## src/rtl/router_output_channel.sv

```systemverilog
// Two-VC output channel: one flit buffer per VC, written in its own phase and sent on the link in the opposite phase.
// Optional macro OUTCH_STATS_EN adds the saturating 16-bit handshake counter port sent_cnt.
module router_output_channel #(
    parameter int FLIT_W  = 64,
    parameter int HOP_LSB = 48
) (
    input  logic              clk,
    input  logic              reset_n,
    input  logic              polarity,
    input  logic              wr_en,
    input  logic              wr_vc,
    input  logic [FLIT_W-1:0] wr_data,
    output logic              empty_even,
    output logic              empty_odd,
    output logic              so_send,
    output logic [FLIT_W-1:0] so_data,
    input  logic              so_ready,
    output logic              proto_err
`ifdef OUTCH_STATS_EN
    ,
    output logic [15:0]       sent_cnt
`endif
);

    if (FLIT_W < 56 || HOP_LSB + 8 > FLIT_W) begin : g_param_check
        $error("router_output_channel: FLIT_W must be >= 56 and hold the hop field");
    end

    logic [1:0]        full;
    logic [FLIT_W-1:0] buf_even;
    logic [FLIT_W-1:0] buf_odd;
    logic              send_vc;
    logic              wr_ok;
    logic              wr_bad;
    logic              handshake;
    logic [FLIT_W-1:0] tx_flit;

    // Writes land in the VC matching the phase; the link always drains the other VC.
    assign send_vc   = ~polarity;
    assign wr_ok     = wr_en && (wr_vc == polarity) && !full[polarity];
    assign wr_bad    = wr_en && !wr_ok;
    assign so_send   = full[send_vc];
    assign handshake = so_send && so_ready;

    assign empty_even = ~full[0];
    assign empty_odd  = ~full[1];

    always_comb begin
        tx_flit = send_vc ? buf_odd : buf_even;
        so_data = tx_flit;
        so_data[HOP_LSB +: 8] = tx_flit[HOP_LSB +: 8] >> 1;
    end

    always_ff @(posedge clk or negedge reset_n) begin
        if (!reset_n) begin
            full      <= 2'b00;
            buf_even  <= '0;
            buf_odd   <= '0;
            proto_err <= 1'b0;
        end else begin
            // Write and send never hit the same VC, so each bit sees at most one of set/clear.
            if (wr_ok && !polarity) begin
                buf_even <= wr_data;
                full[0]  <= 1'b1;
            end else if (handshake && !send_vc) begin
                full[0]  <= 1'b0;
            end
            if (wr_ok && polarity) begin
                buf_odd  <= wr_data;
                full[1]  <= 1'b1;
            end else if (handshake && send_vc) begin
                full[1]  <= 1'b0;
            end
            if (wr_bad) begin
                proto_err <= 1'b1;
            end
        end
    end

`ifdef OUTCH_STATS_EN
    always_ff @(posedge clk or negedge reset_n) begin
        if (!reset_n) begin
            sent_cnt <= 16'h0000;
        end else if (handshake && sent_cnt != 16'hFFFF) begin
            sent_cnt <= sent_cnt + 16'd1;
        end
    end
`endif

endmodule

```

## config.mk

```make
export PLATFORM = sky130hd
export DESIGN_NAME = router_output_channel
export DESIGN_NICKNAME = d
export VERILOG_FILES = /design/src/rtl/router_output_channel.sv
export SDC_FILE = /design/constraint.sdc
export NUM_CORES = 1
export LEC_CHECK = 0
export CELL_PAD_IN_SITES_DETAIL_PLACEMENT = 0
export CELL_PAD_IN_SITES_GLOBAL_PLACEMENT = 2
export CORE_MARGIN = 2
export CORE_UTILIZATION = 32
export CTS_CLUSTER_DIAMETER = 40
export DETAILED_ROUTE_END_ITERATION = 10
export GPL_TIMING_DRIVEN = 0
export HOLD_SLACK_MARGIN = 0.06
export PLACE_DENSITY = 0.75
export SYNTH_ARGS = -nofsm -noshare
export SYNTH_HDL_FRONTEND = slang
export SYNTH_SLANG_ARGS = --single-unit
```

## constraint.sdc

```tcl
create_clock -name clk -period 1.4 [get_ports clk]
set_input_delay 0.28 -clock clk [delete_from_list [all_inputs] [get_ports clk]]
set_output_delay 0.28 -clock clk [all_outputs]
set_load 0.01 [all_outputs]
```

; ---- Word level (Yosys, flattened, before mapping)
; Index checks and enable logic that the tools add are counted.
[totals]
regBits = 131
input_bits = 70
output_inout_bits = 68
[classes]
magnitude_cmp = 2
eq_ne = 1
mux = 9
n_bitwise = 3
reduce_logical = 13
[ops]
columns = cell, count
row1 = 2-to-1 mux 64 bit, 1
row2 = logical AND 1 bit, 8
row3 = 2-to-1 mux 1 bit, 8
row4 = < comparator 1 x 2 -> 1 bit (second input constant), 2
row5 = nonzero test 2 bit, 2
row6 = zero test 1 bit, 3
row7 = NOT 1 bit, 3
row8 = == test 1 bit, 1

; ---- Longest topological paths before layout
; Gate-level depths: netlist (run 1).
[logic_depth]
word_depth = 7
ltp_mapped = 5

; ---- Worst setup path after synthesis (run 1)
; No wires, ideal clock.
[synth_path]
path_kind = in2reg
startpoint = input polarity
endpoint = register buf_even[0]
setup_ns = 0.125
t_arrival_ns = 1.331
required_ns = 1.275
setup_slack_ns = -0.056
cell_stages = 5
path_buffers = 3
cell_sequence = buf_6 nor4b_2 buf_6 buf_12 mux2_4
[synth_between]
elab_chain_cells = 5
elab_cells_between_ends = 8
[synth_lines]
columns = item, line_no
row1 = from (decl), 9  ; input logic polarity,
row2 = 2-to-1 mux 1 bit (implied by the code) (2 in a row), 40  ; assign wr_ok = wr_en && (wr_vc == polarity) && !full[polarity];
row3 = zero test 1 bit, 40
row4 = logical AND 1 bit, 40
row5 = logical AND 1 bit (*), 62  ; if (wr_ok && !polarity) begin
row6 = to (signal assigned), 63  ; buf_even <= wr_data;
row7 = to (decl), 30  ; logic [FLIT_W-1:0] buf_even;
; Mark *: on every way between the ends. The rest lies on a longest branch, timed or not. The select of a mux whose other input is x is not followed.
; A chain may end at the register's enable or synchronous reset.

; ---- Worst setup path after layout (run 1)
[layout_path]
startpoint = register full[0]
endpoint = register buf_even[44]
[layout_between]
elab_chain_cells = 5
[layout_lines]
columns = item, line_no
row1 = from (decl), 29  ; logic [1:0] full;
row2 = from (signal assigned), 56  ; full <= 2'b00;
row3 = from (signal assigned), 64  ; full[0] <= 1'b1;
row4 = from (signal assigned), 66  ; full[0] <= 1'b0;
row5 = 2-to-1 mux 1 bit (implied by the code) (2 in a row), 40
row6 = zero test 1 bit, 40
row7 = logical AND 1 bit, 40
row8 = logical AND 1 bit, 62
; Every way passes these cells. The select of a mux whose other input is x is not followed.

==> results of run 1 <==
## through the flow
stage / setup WS (ns) / hold WS, ns
final: -0.1669 / 0.3438
after global routing: -0.2343 / 0.3899
after CTS: -0.1627 / 0.2989
after detailed placement: -0.7441 / 0.2246
after global placement: -4.987 / 0.4444
after floorplan: -0.01623 / -0.01559
## worst register-to-register path, cell delays in order, from the launching register on
cell and delay [ns]:
dfrtp_2 0.42, nor4b_4 0.25, buf_6 0.16, buf_6 0.10, buf_12 0.10, buf_16 0.12, mux2_4 0.30
## sequential cells by signal, indices dropped and copies added (netlist names)
| register | count |
|---|---|
| proto_err | 1 |
| buf_even | 63 |
| buf_odd | 63 |
| full | 2 |
## kinds of logic (layout without fill, tap and decap cells)
| kind of cell | Yosys count | after routing | synth area share (%) |
|---|---|---|---|
| DFF | 129 | 129 | 54.78 |
| muxes | 189 | 189 | 39.94 |
| and+or+nand+nor | 4 | 4 | 0.6155 |
| other | 1 | 1 | 0.06363 |
| buffers and inverters | 26 | 264 | 3.907 |
| AOI/OAI and AO/OA | 7 | 7 | 0.7006 |
## cell type report
cell class / count / area (µm²) / share of cell area [%]
Sequential cell: 129 / 3229 / 34.47
Multi-Input combinational cell: 201 / 2648 / 28.26
Timing Repair Buffer: 206 / 2208 / 23.57
Clock buffer: 19 / 452.9 / 4.834
Buffer: 22 / 322.8 / 3.446
Tap cell: 229 / 286.5 / 3.058
Clock inverter: 13 / 206.4 / 2.204
Inverter: 4 / 15.01 / 0.1603
## timing repair
action | CTS | global route
pin swaps | 2 | 0
hold endpoints to repair | 41 | 0
gates cloned | 4 | 7
buffers inserted | 42 | 18
hold buffers | 1 | 0
gates resized for setup | 416 | 17
setup endpoints to repair | 190 | 141
## cells in the mapped netlist, drive strengths merged
library cell | number | area share, %
dfrtp | 129 | 55
a21oi | 2 | 0.17
inv | 4 | 0.25
a21o | 1 | 0.13
o22ai | 2 | 0.21
nand2 | 1 | 0.064
mux2 | 189 | 40
o21ai | 1 | 0.085
nor3 | 1 | 0.085
conb | 1 | 0.064
nand4 | 1 | 0.21
buf | 22 | 3.7
nor4b | 1 | 0.25
a31oi | 1 | 0.11
## per-layer routing
layer	share of wire [%]	GRT usage [%]
met1	45	18.38
met4	1.3	4.579
met2	49	23.77
met3	5.1	4.921
met5	0	0
## power groups by stage
stage	clock [mW]	sequential (mW)	combinational [mW]
6_report	4.96	5.35	5.14
3_3_place_gp	0	5.30	3.91
5_1_grt	5.26	5.48	5.47
3_5_place_dp	0	5.38	3.97
2_1_floorplan	0	5.19	2.29
4_1_cts	5.06	5.33	4.89
## worst min path at each step
| stage | to | slack, ns | depth (start not counted) |
|---|---|---|---|
| floorplan | buf_even[0]$_DFFE_PN0P_ | -0.02 | 0 |
| global route | buf_even[53]$_DFFE_PN0P_ | 0.39 | 2 |
| finish | buf_odd[59]$_DFFE_PN0P_ | 0.34 | 2 |
| global placement | proto_err$_DFFE_PN0P_ | 0.44 | 1 |
| detailed placement | buf_odd[59]$_DFFE_PN0P_ | 0.22 | 1 |
| CTS | buf_odd[1]$_DFFE_PN0P_ | 0.30 | 3 |
==> reports/metrics.yaml, run 1 <==
status: "finished, violations left"
wl_per_cell_um: 17.36
final-max-slew-violation-count: 0
first_pass_iters: 3
die_h_um: 139.7
max_freq_ghz: 0.6382
power_frac_clock_pct: 32.1
ant_nets: 0
max_stage_delay_ns: 0.42
drt_iter0_drc: 114
crit_required_ns: 1.70
drive_gt1_share_pct: 64.98
gp_congestion: 0.6808
peakVddDrop_mv: 1.078
area_growth_pct: 58.98
mostFrequentLayoutCell: "dfrtp_1"
endpoint_kind: "register"
final_cell_mix: "128 x dfrtp_1, 112 x mux2_4, 77 x mux2_2"
syn_area_um2: 5893
yosys_warnings: 0
startpoint: "full[0]$_DFFE_PN0P_"
die_area_um2: 19520
syn-num-nets: 426
finalHoldViolations: 0
start_util_pct: 32.69
synth_area_per_cell_um2: 16.55
routed_wl_um: 14290
seqPwrFrac_pct: 34.6
power.switching_mw: 3.808
start_kind: "register"
vias: 3776
fin_area_um2: 9369
worst_path_max_delay_cell: "dfrtp_2"
dpl_cell_area_um2: 7565
port_buffers: 134
internal_power_mw: 11.65
die_width_um: 139.7
track_usage_pct: 14.60
crit_chain: "nor4b_4 -> buf_6 -> buf_6 -> buf_12 -> buf_16 -> mux2_4"
rows: 49
diodes: 0
drc: 0
p_leak_nw: 4.359
rsz0062_at_grt: "true"
cts_root_buffer: "clkbuf_16"
fin_ws_ns: -0.1669
cts_buffer_depth: 2
clock_latency_ns: 0.42
pin_count: 138
overflow: 0
crit_type: "register to register"
period_needed_ns: 1.567
cpLargestDelayFamily: "buffers and inverters"
core_area_um2: 18020
violations: "negative setup slack"
path_depth: 6
r2r_end: "buf_even[44]$_DFFE_PN0P_"
rr_worst_depth: 6
fin_nets: 651
grt_max_degree: 89
crit_top_cell: "buf_6"
cts_buffers: 17
htreeDepth: 4
synth_cell_type_count: 19
ys_ff_latch: 129
setup_tns_ns: -11.66
grt_pass1_wl_um: 22380
fin_total_pwr_mw: 15.46
regToRegSetupSlack_ns: -0.17
ys_seq_area_share_pct: 54.78
worst_clock_skew_ns: 0.008008
dp.cells: 720
critPathMaxFanout: 5
period_share_pct: 111.9
cts_tree: "built"
endpoint: "buf_even[44]$_DFFE_PN0P_"
switching_share_pct: 24.64
finalSetupViolCount: 128
clock-sinks: 129
clk_pin_slew_ns: 0.06
syn_inst: 356
viasPerCell: 4.588
power.density_nw_per_um2: 1650
arrival_ns: 1.87
fin_util_pct: 51.98
fin_cells: 823
hp-class: "input pin to async pin"
power.share.combinational_pct: 33.3
dpl.hpwl_um: 8634
grt_pass1_vias: 4197
cp_num_buf_inv: 4
timing.rr.start: "full[0]$_DFFE_PN0P_"
fill_cells: 1512
max_cap_viol_count: 0
grt_antenna_before_repair: 0
(Power assumes the default switching activity.)
==> run 2: changes to the inputs <==
Settings changed: RECOVER_POWER set to 25.
==> reports/metrics.yaml, run 2 (synthesized netlist as in run 1, its figures left out) <==
fin_util_pct: 51.96  # about the same
drt_iter0_drc: 123  # +7.9%
arrival_ns: 1.87  # about the same
setup_tns_ns: -11.66  # +0.004500 ns
reg_top3: "buf_even (63), buf_odd (63), full (2)"
power.density_nw_per_um2: 1650  # about the same
port_buffers: 134  # unchanged
overflow: 0  # unchanged
cts_tree: "built"
clk_pin_slew_ns: 0.06  # about the same
fin_nets: 651  # unchanged
core_area_um2: 18020  # unchanged
endpoint_kind: "register"
track_usage_pct: 14.60  # unchanged
finalSetupViolCount: 128  # unchanged
fin_cells: 823  # unchanged
pin_count: 138  # unchanged
worst_clock_skew_ns: 0.007999  # -0.000009240 ns
p_leak_nw: 4.358  # about the same
period_needed_ns: 1.567  # -0.00001300 ns
final-max-slew-violation-count: 0  # unchanged
start_util_pct: 32.69  # unchanged
clock_latency_ns: 0.42  # about the same
cts_root_buffer: "clkbuf_16"
cts_buffer_depth: 2  # unchanged
first_pass_iters: 3  # unchanged
vias: 3772  # -0.11%
start_kind: "register"
hold_ws_ns: 0.3846  # +0.04079 ns
rows: 49  # unchanged
final_cell_mix: "128 x dfrtp_1, 112 x mux2_4, 77 x mux2_2"
area_growth_pct: 58.92  # about the same
mostFrequentLayoutCell: "dfrtp_1"
viasPerCell: 4.583  # -0.11%
die_area_um2: 19520  # unchanged
grt_antenna_before_repair: 0  # unchanged
peakVddDrop_mv: 1.077  # about the same
crit_required_ns: 1.70  # about the same
finalHoldViolations: 0  # unchanged
rr_worst_depth: 6  # unchanged
period_share_pct: 111.9  # about the same
clock-sinks: 129  # unchanged
gp_congestion: 0.6808  # unchanged
critPathMaxFanout: 5  # unchanged
rsz0062_at_grt: "true"
drc: 0  # unchanged
die_h_um: 139.7  # unchanged
hp-class: "input pin to register"
grt_max_degree: 89  # unchanged
status: "finished, violations left"
die_width_um: 139.7  # unchanged
wl_per_cell_um: 17.37  # about the same
grt_pass1_wl_um: 22380  # unchanged
cts_buffers: 17  # unchanged
drive_gt1_share_pct: 64.98  # unchanged
diodes: 0  # unchanged
dpl.hpwl_um: 8634  # unchanged
htreeDepth: 4  # unchanged
slew-limit-headroom_pct: 59.28
dp.cells: 720  # unchanged
max_cap_viol_count: 0  # unchanged
routed_wl_um: 14290  # about the same
ant_nets: 0  # unchanged
fin_ws_ns: -0.1669  # +0.00001300 ns
max_freq_ghz: 0.6382  # about the same
grt_pass1_vias: 4197  # unchanged
worst_slew_pin_slew_ns: 0.6107
crit_type: "register to register"
violations: "negative setup slack"
holdPathStages: 2
-- run 2: worst max-delay path, stage by stage, from the launching register on --
cell and delay, ns:
dfrtp_2 0.42, nor4b_4 0.25, buf_6 0.16, buf_6 0.10
buf_12 0.10, buf_16 0.12, mux2_4 0.30
-- run 2: worst paths after layout --
path / startpoint / slack, ns / endpoint
worst max-delay path: full[0]$_DFFE_PN0P_ / -0.17 / buf_even[44]$_DFFE_PN0P_
worst min-delay path: wr_en / 0.38 / proto_err$_DFFE_PN0P_
worst max register to register: full[0]$_DFFE_PN0P_ / -0.17 / buf_even[44]$_DFFE_PN0P_
worst min register to register: proto_err$_DFFE_PN0P_ / 0.48 / proto_err$_DFFE_PN0P_
max in group asynchronous: reset_n / 0.11 / buf_even[27]$_DFFE_PN0P_
min in group asynchronous: reset_n / 0.44 / buf_odd[59]$_DFFE_PN0P_
-- run 2: what timing repair did --
action	in CTS	in global routing
setup endpoints to repair	190	141
pin swaps	2	0
buffers inserted	42	18
hold buffers	1	0
hold endpoints to repair	41	0
gates cloned	4	7
gates resized for setup	416	17
-- run 2: final cells by class --
type | count | area, µm²
tap | 229 | 286.5
timing repair buffer | 206 | 2205
inverter | 4 | 15.01
clock inverter | 13 | 206.4
sequential | 129 | 3229
multi-input combinational | 201 | 2648
fill | 1512 | 8660
buffer | 22 | 322.8
clock buffer | 19 | 452.9
-- run 2: metrics by stage --
step	power [mW]	area, µm²	setup slack [ns]
after floorplan	7.486	5908	-0.01623
after global placement	9.211	7536	-4.987
after detailed placement	9.342	7565	-0.7441
after CTS	15.29	9002	-0.1627
after global routing	16.22	9365	-0.2343
final	15.45	9365	-0.1669
-- run 2: report_power, final --
part / internal, mW / switching, mW / total [mW]
sequential: 4.80 / 0.553 / 5.35
clock: 3.26 / 1.71 / 4.96
combinational: 3.59 / 1.55 / 5.14
-- run 2: layer usage --
metal	routed length, µm	global-route usage, %
met4	182	4.579
met3	734	4.921
met1	6377	18.38
met2	6998	23.77
met5	0	0
==> run 3: changes to the inputs <==
Settings changed: CTS_CLUSTER_SIZE set to 40.
==> results of run 3 <==
Same layout as run 2: the final DEF is identical, and so are final timing and power.
